### config.mk
export PLATFORM = sky130hd
export DESIGN_NAME = carrier_seq_ctrl
export DESIGN_NICKNAME = d
export VERILOG_FILES = /design/src/rtl/pwm_pkg.sv /design/src/rtl/sync_2ff.sv /design/src/rtl/carrier_seq_ctrl.sv
export SDC_FILE = /design/constraint.sdc
export NUM_CORES = 1
export LEC_CHECK = 0
export CAP_MARGIN = 20
export CORE_ASPECT_RATIO = 0.75
export CORE_MARGIN = 10
export CORE_UTILIZATION = 37
export CTS_CLUSTER_SIZE = 25
export DETAILED_ROUTE_END_ITERATION = 12
export PLACE_DENSITY_LB_ADDON = 0.12
export REMOVE_ABC_BUFFERS = 1
export SYNTH_ARGS = -nofsm -noshare
export SYNTH_HDL_FRONTEND = slang
export SYNTH_SLANG_ARGS = --single-unit
### constraint.sdc
create_clock -name clk -period 2.4 [get_ports clk]
set_input_delay 0.36 -clock clk [delete_from_list [all_inputs] [get_ports clk]]
set_output_delay 0.36 -clock clk [all_outputs]
set_load 0.05 [all_outputs]
### src/rtl/pwm_pkg.sv
// Shared definitions for the multilevel-inverter PWM peripheral:
// carrier run-control state encoding and common width defaults.
package pwm_pkg;
  localparam int DIV_W_DEF = 16;
  localparam int CNT_W_DEF = 32;

  typedef enum logic [2:0] {
    ST_IDLE      = 3'd0,
    ST_ARM       = 3'd1,
    ST_RUN       = 3'd2,
    ST_STOP_WAIT = 3'd3,
    ST_FAULT     = 3'd4
  } state_t;
endpackage

### src/rtl/sync_2ff.sv
// Generic two-flop level synchroniser for asynchronous inputs.
module sync_2ff #(
  parameter int W = 1
) (
  input  logic         clk,
  input  logic         rst,
  input  logic [W-1:0] d,
  output logic [W-1:0] q
);
  logic [W-1:0] meta;

  always_ff @(posedge clk or posedge rst) begin
    if (rst) begin
      meta <= '0;
      q    <= '0;
    end else begin
      meta <= d;
      q    <= meta;
    end
  end
endmodule

### src/rtl/carrier_seq_ctrl.sv
// Run-control sequencer for the level-shifted carrier generator: arm/run/stop/fault
// FSM, peak-synchronous freq_div double buffering and per-period sample requests.
module carrier_seq_ctrl
  import pwm_pkg::*;
#(
  parameter int DIV_W      = DIV_W_DEF,
  parameter int MIN_DIV    = 4,
  parameter int ARM_CYCLES = 8,
  parameter int CNT_W      = CNT_W_DEF
) (
  input  logic             clk,
  input  logic             rst,
  input  logic             cfg_wr,
  input  logic [DIV_W-1:0] cfg_div,
  input  logic             cmd_start,
  input  logic             cmd_stop,
  input  logic             fault_in,
  input  logic             fault_clr,
  input  logic             sync_pulse,
  output logic             gen_enable,
  output logic [DIV_W-1:0] gen_freq_div,
  output logic             mod_req,
  output logic             upd_done,
  output logic             upd_pending,
  output logic [2:0]       state_o,
  output logic             fault_latched,
  output logic [CNT_W-1:0] period_cnt
);
  localparam int AW = $clog2(ARM_CYCLES + 1);

  state_t           state, state_nx;
  logic             fault_s;
  logic [AW-1:0]    arm_cnt;
  logic [DIV_W-1:0] shadow, wr_val;
  logic             run_like, buffered, run_sync, arm_done, start_acc, commit;

  sync_2ff #(.W(1)) u_fault_sync (
    .clk (clk),
    .rst (rst),
    .d   (fault_in),
    .q   (fault_s)
  );

  assign wr_val    = (cfg_div < DIV_W'(MIN_DIV)) ? DIV_W'(MIN_DIV) : cfg_div;
  assign run_like  = (state == ST_RUN) || (state == ST_STOP_WAIT);
  // While the carrier is armed or running, writes must wait for a peak
  assign buffered  = run_like || (state == ST_ARM);
  assign run_sync  = run_like && sync_pulse;
  assign arm_done  = (state == ST_ARM) && (state_nx == ST_RUN);
  assign start_acc = (state == ST_IDLE) && (state_nx == ST_ARM);
  assign commit    = upd_pending && (run_sync || arm_done);

  always_comb begin
    state_nx = state;
    if (fault_s) begin
      state_nx = ST_FAULT;
    end else begin
      case (state)
        ST_IDLE:      if (cmd_start && !cmd_stop) state_nx = ST_ARM;
        ST_ARM: begin
          if (cmd_stop)                           state_nx = ST_IDLE;
          else if (arm_cnt == AW'(ARM_CYCLES - 1)) state_nx = ST_RUN;
        end
        ST_RUN:       if (cmd_stop)   state_nx = ST_STOP_WAIT;
        ST_STOP_WAIT: if (sync_pulse) state_nx = ST_IDLE;
        ST_FAULT:     if (fault_clr)  state_nx = ST_IDLE;
        default:                      state_nx = ST_IDLE;
      endcase
    end
  end

  always_ff @(posedge clk or posedge rst) begin
    if (rst) begin
      state        <= ST_IDLE;
      arm_cnt      <= '0;
      shadow       <= DIV_W'(MIN_DIV);
      gen_freq_div <= DIV_W'(MIN_DIV);
      upd_pending  <= 1'b0;
      upd_done     <= 1'b0;
      mod_req      <= 1'b0;
      period_cnt   <= '0;
    end else begin
      state    <= state_nx;
      upd_done <= commit;
      mod_req  <= run_sync;

      if (state == ST_IDLE)     arm_cnt <= '0;
      else if (state == ST_ARM) arm_cnt <= arm_cnt + 1'b1;

      // Commit always takes the old shadow; a same-cycle write re-arms pending
      if (commit)                   gen_freq_div <= shadow;
      else if (cfg_wr && !buffered) gen_freq_div <= wr_val;

      if (cfg_wr && buffered) begin
        shadow      <= wr_val;
        upd_pending <= 1'b1;
      end else if (commit) begin
        upd_pending <= 1'b0;
      end

      if (start_acc)     period_cnt <= '0;
      else if (run_sync) period_cnt <= period_cnt + 1'b1;
    end
  end

  assign gen_enable    = run_like;
  assign fault_latched = (state == ST_FAULT);
  assign state_o       = state;
endmodule
==> out/metrics.cfg <==
[clocking]
ctsLongestPathBuffers=2
numCtsBuffers=9
hold_buffers=0
root_buffer=clkbuf_16
cts_tree=built
clkTransAtPathRegs_ns=0.06
worst_skew_pair.late_latency_ns=0.33
cts_setup_buffers=0
post_cts_resized=0
cts_sinks=76
htreeDepth=3

[logic_synthesis]
synth_cells=345
yosys_warnings=0
ys_seq_area_share_pct=52.6
synth_flop_cell=dfrtp_1
ys_types=45
ys_ff_latch=76
avgSynthCellArea_sq_um=10.5
netlist_area_sq_um=3620
async_flop_share_pct=100
synth_edf_count=0

[placed_design]
hpwl_mm=6.90
placed_area_sq_um=4670
gp_congestion=0.819
port_buffers=79

[timing]
setup-tns-final_ns=0
final.period_utilization_pct=91.5
post-route-min-period_ns=2.19
maxClockFrequency_ghz=0.456
tightest_slew_ns=0.814
hold_violations=0
setup_viol=0
grt_setup_unrepaired=false
fin_worst_skew_ns=0.00376
whs_ns=0.354
maxSlewViolCount=0
slew_headroom_pct=45.7

[min_path]
min_to=u_fault_sync.q$_DFF_PP0_
hold_class=flip-flop to flip-flop
hold_depth=0
worstHoldStart=u_fault_sync.meta$_DFF_PP0_

[floorplanning]
die-area_sq_um=14200
num_rows=31
start_util_pct=37.6
core_region_area_sq_um=9620
die_y_um=106
num_io_pins=80
fp.dieW_um=134

[setup_path]
r2r-end=period_cnt[22]$_DFFE_PP0P_
worst-r2r-cell-count=5
arrival_ns=2.45
cp_max_fo=7
reg2reg_slack_ns=0.21
endpoint_kind=flip-flop
reg2reg_from=period_cnt[6]$_DFFE_PP0P_
critPathKind=flip-flop to flip-flop
critPathLaunchType=flip-flop
crit_required_ns=2.65

[route]
first_pass_iters=4
route.vias.total=3023
ant_nets=0
routed_wire_length_per_instance_um=16.9
first_iter_violations=283
vias_per_cell=5.27
post-route-drc-count=0
wirelength_mm=9.70

[final_layout]
drive_gt1_share_pct=13.6
layout_common_cells=78 x clkdlybuf4s50_1, 74 x dfrtp_1, 34 x nand2_1, 20 x buf_4
final_util_pct=51.7
finalNetCount=463
area_growth_pct=37.3
num_antenna_cells=0
fin_area_sq_um=4970
final.fill_count=894
final_common_cell=clkdlybuf4s50_1

[grt]
grtUsageTotal_pct=13.9
grt_pass1_vias=3038
grt_max_degree=77
grt_pass1_wl_mm=16.0
antenna_found_initial=0
grt_overflow=0

[run]
maxCapViolations=0

[power]
p_int_w=0.00237
power_w=0.00319
clkPwrFrac_pct=42.6
power_switching_w=0.000813
power_density_nw_per_um2=641
power_frac_comb_pct=12.8
p_leak_nw=2.11
pwr-share-seq_pct=44.6
irDropWorstVdd_mv=0.428
p_sw_share_pct=25.5

[status]
status=finished, final reports clean

## metrics by stage
stage / instances / setup slack (ns)
2_1_floorplan: 326 / -0.114
5_1_grt: 574 / 0.0280
4_1_cts: 574 / 0.189
6_report: 574 / 0.205
3_5_place_dp: 558 / -0.0497
3_3_place_gp: 558 / -0.0155
## cell usage after synthesis, types with 2 or more instances
cell type | instances | area, sq um
a211oi_1 | 2 | 15.0
a21o_1 | 3 | 22.5
a21oi_1 | 16 | 80.1
a221o_1 | 16 | 160
and2_1 | 4 | 25.0
and3_1 | 16 | 100
and4_1 | 3 | 26.3
buf_6 | 2 | 22.5
clkbuf_1 | 16 | 60.1
dfrtp_1 | 74 | 1850
dfstp_2 | 2 | 52.6
ha_1 | 2 | 25.0
inv_1 | 13 | 48.8
mux2_2 | 13 | 146
mux2i_1 | 8 | 80.1
nand2_1 | 34 | 128
nand3_1 | 12 | 60.1
nand4_1 | 8 | 50.1
nand4b_1 | 3 | 26.3
nor2_1 | 14 | 52.6
nor2b_1 | 2 | 12.5
nor3_1 | 9 | 45.0
nor4_1 | 9 | 56.3
o21ai_0 | 15 | 75.1
o31ai_1 | 5 | 37.5
or2_2 | 2 | 12.5
or3_1 | 8 | 50.1
or4_1 | 9 | 67.6
xnor2_1 | 8 | 70.1
xor2_1 | 2 | 17.5
## kinds of logic after synthesis
group           share of synthesized area [%]
mux                                      6.25
xor+xnor                                 2.42
simple gates                             21.4
buf+inv                                  3.77
compound gates                           12.9
flops                                    52.6
fa+ha+maj                               0.691
## flip-flops by register name (all words and copies together), names as in the netlist
signal	count
period_cnt	32
gen_freq_div	16
shadow	16
arm_cnt	4
state_o	3
mod_req	1
u_fault_sync.meta	1
u_fault_sync.q	1
upd_done	1
upd_pending	1
## power groups by stage
stage	clock network [W]	logic, W	registers (W)
2_1_floorplan	0	0.000125	0.00155
3_3_place_gp	0	0.000408	0.00144
3_5_place_dp	0	0.000415	0.00144
4_1_cts	0.00139	0.000415	0.00142
5_1_grt	0.00145	0.000438	0.00143
6_report	0.00136	0.000408	0.00142
## critical path, cell delays in order, from the launching register on
cell and delay [ns]:
dfrtp_1 0.42, nand4_1 0.26, or4_1 0.76, buf_4 0.23, or3_1 0.30, a21oi_1 0.16
## area by class of cell
cell class                      count  area, sq um  share of cell area (%)
Clock buffer                       10          239                    4.81
Clock inverter                      6         63.8                    1.28
Inverter                           13         48.8                   0.981
Multi-Input combinational cell    237         1580                    31.8
Sequential cell                    76         1900                    38.3
Tap cell                          132          165                    3.32
Timing Repair Buffer              100          971                    19.5
## worst max path at each step
stage,cells past startpoint,start,end,slack (ns)
after floorplan,4,state_o[0]$_DFF_PP0_,gen_freq_div[0]$_DFFE_PP0P_,-0.11
after global placement,5,cmd_stop,gen_freq_div[12]$_DFFE_PP0P_,-0.02
after detailed placement,5,cmd_stop,gen_freq_div[8]$_DFFE_PP0P_,-0.05
after CTS,5,period_cnt[6]$_DFFE_PP0P_,period_cnt[14]$_DFFE_PP0P_,0.19
after global routing,4,period_cnt[6]$_DFFE_PP0P_,period_cnt[28]$_DFFE_PP0P_,0.03
final,5,period_cnt[6]$_DFFE_PP0P_,period_cnt[22]$_DFFE_PP0P_,0.21
## layer usage
metal	part of all wire [%]	vias up	routed length, um	GRT usage [%]
li1	-	1459	-	-
met1	49	1485	4720	18.8
met2	45	67	4330	20.6
met3	5.5	12	535	4.41
met4	1.3	0	122	4.50
met5	0	-	0	0
(Power assumes the default switching activity.)
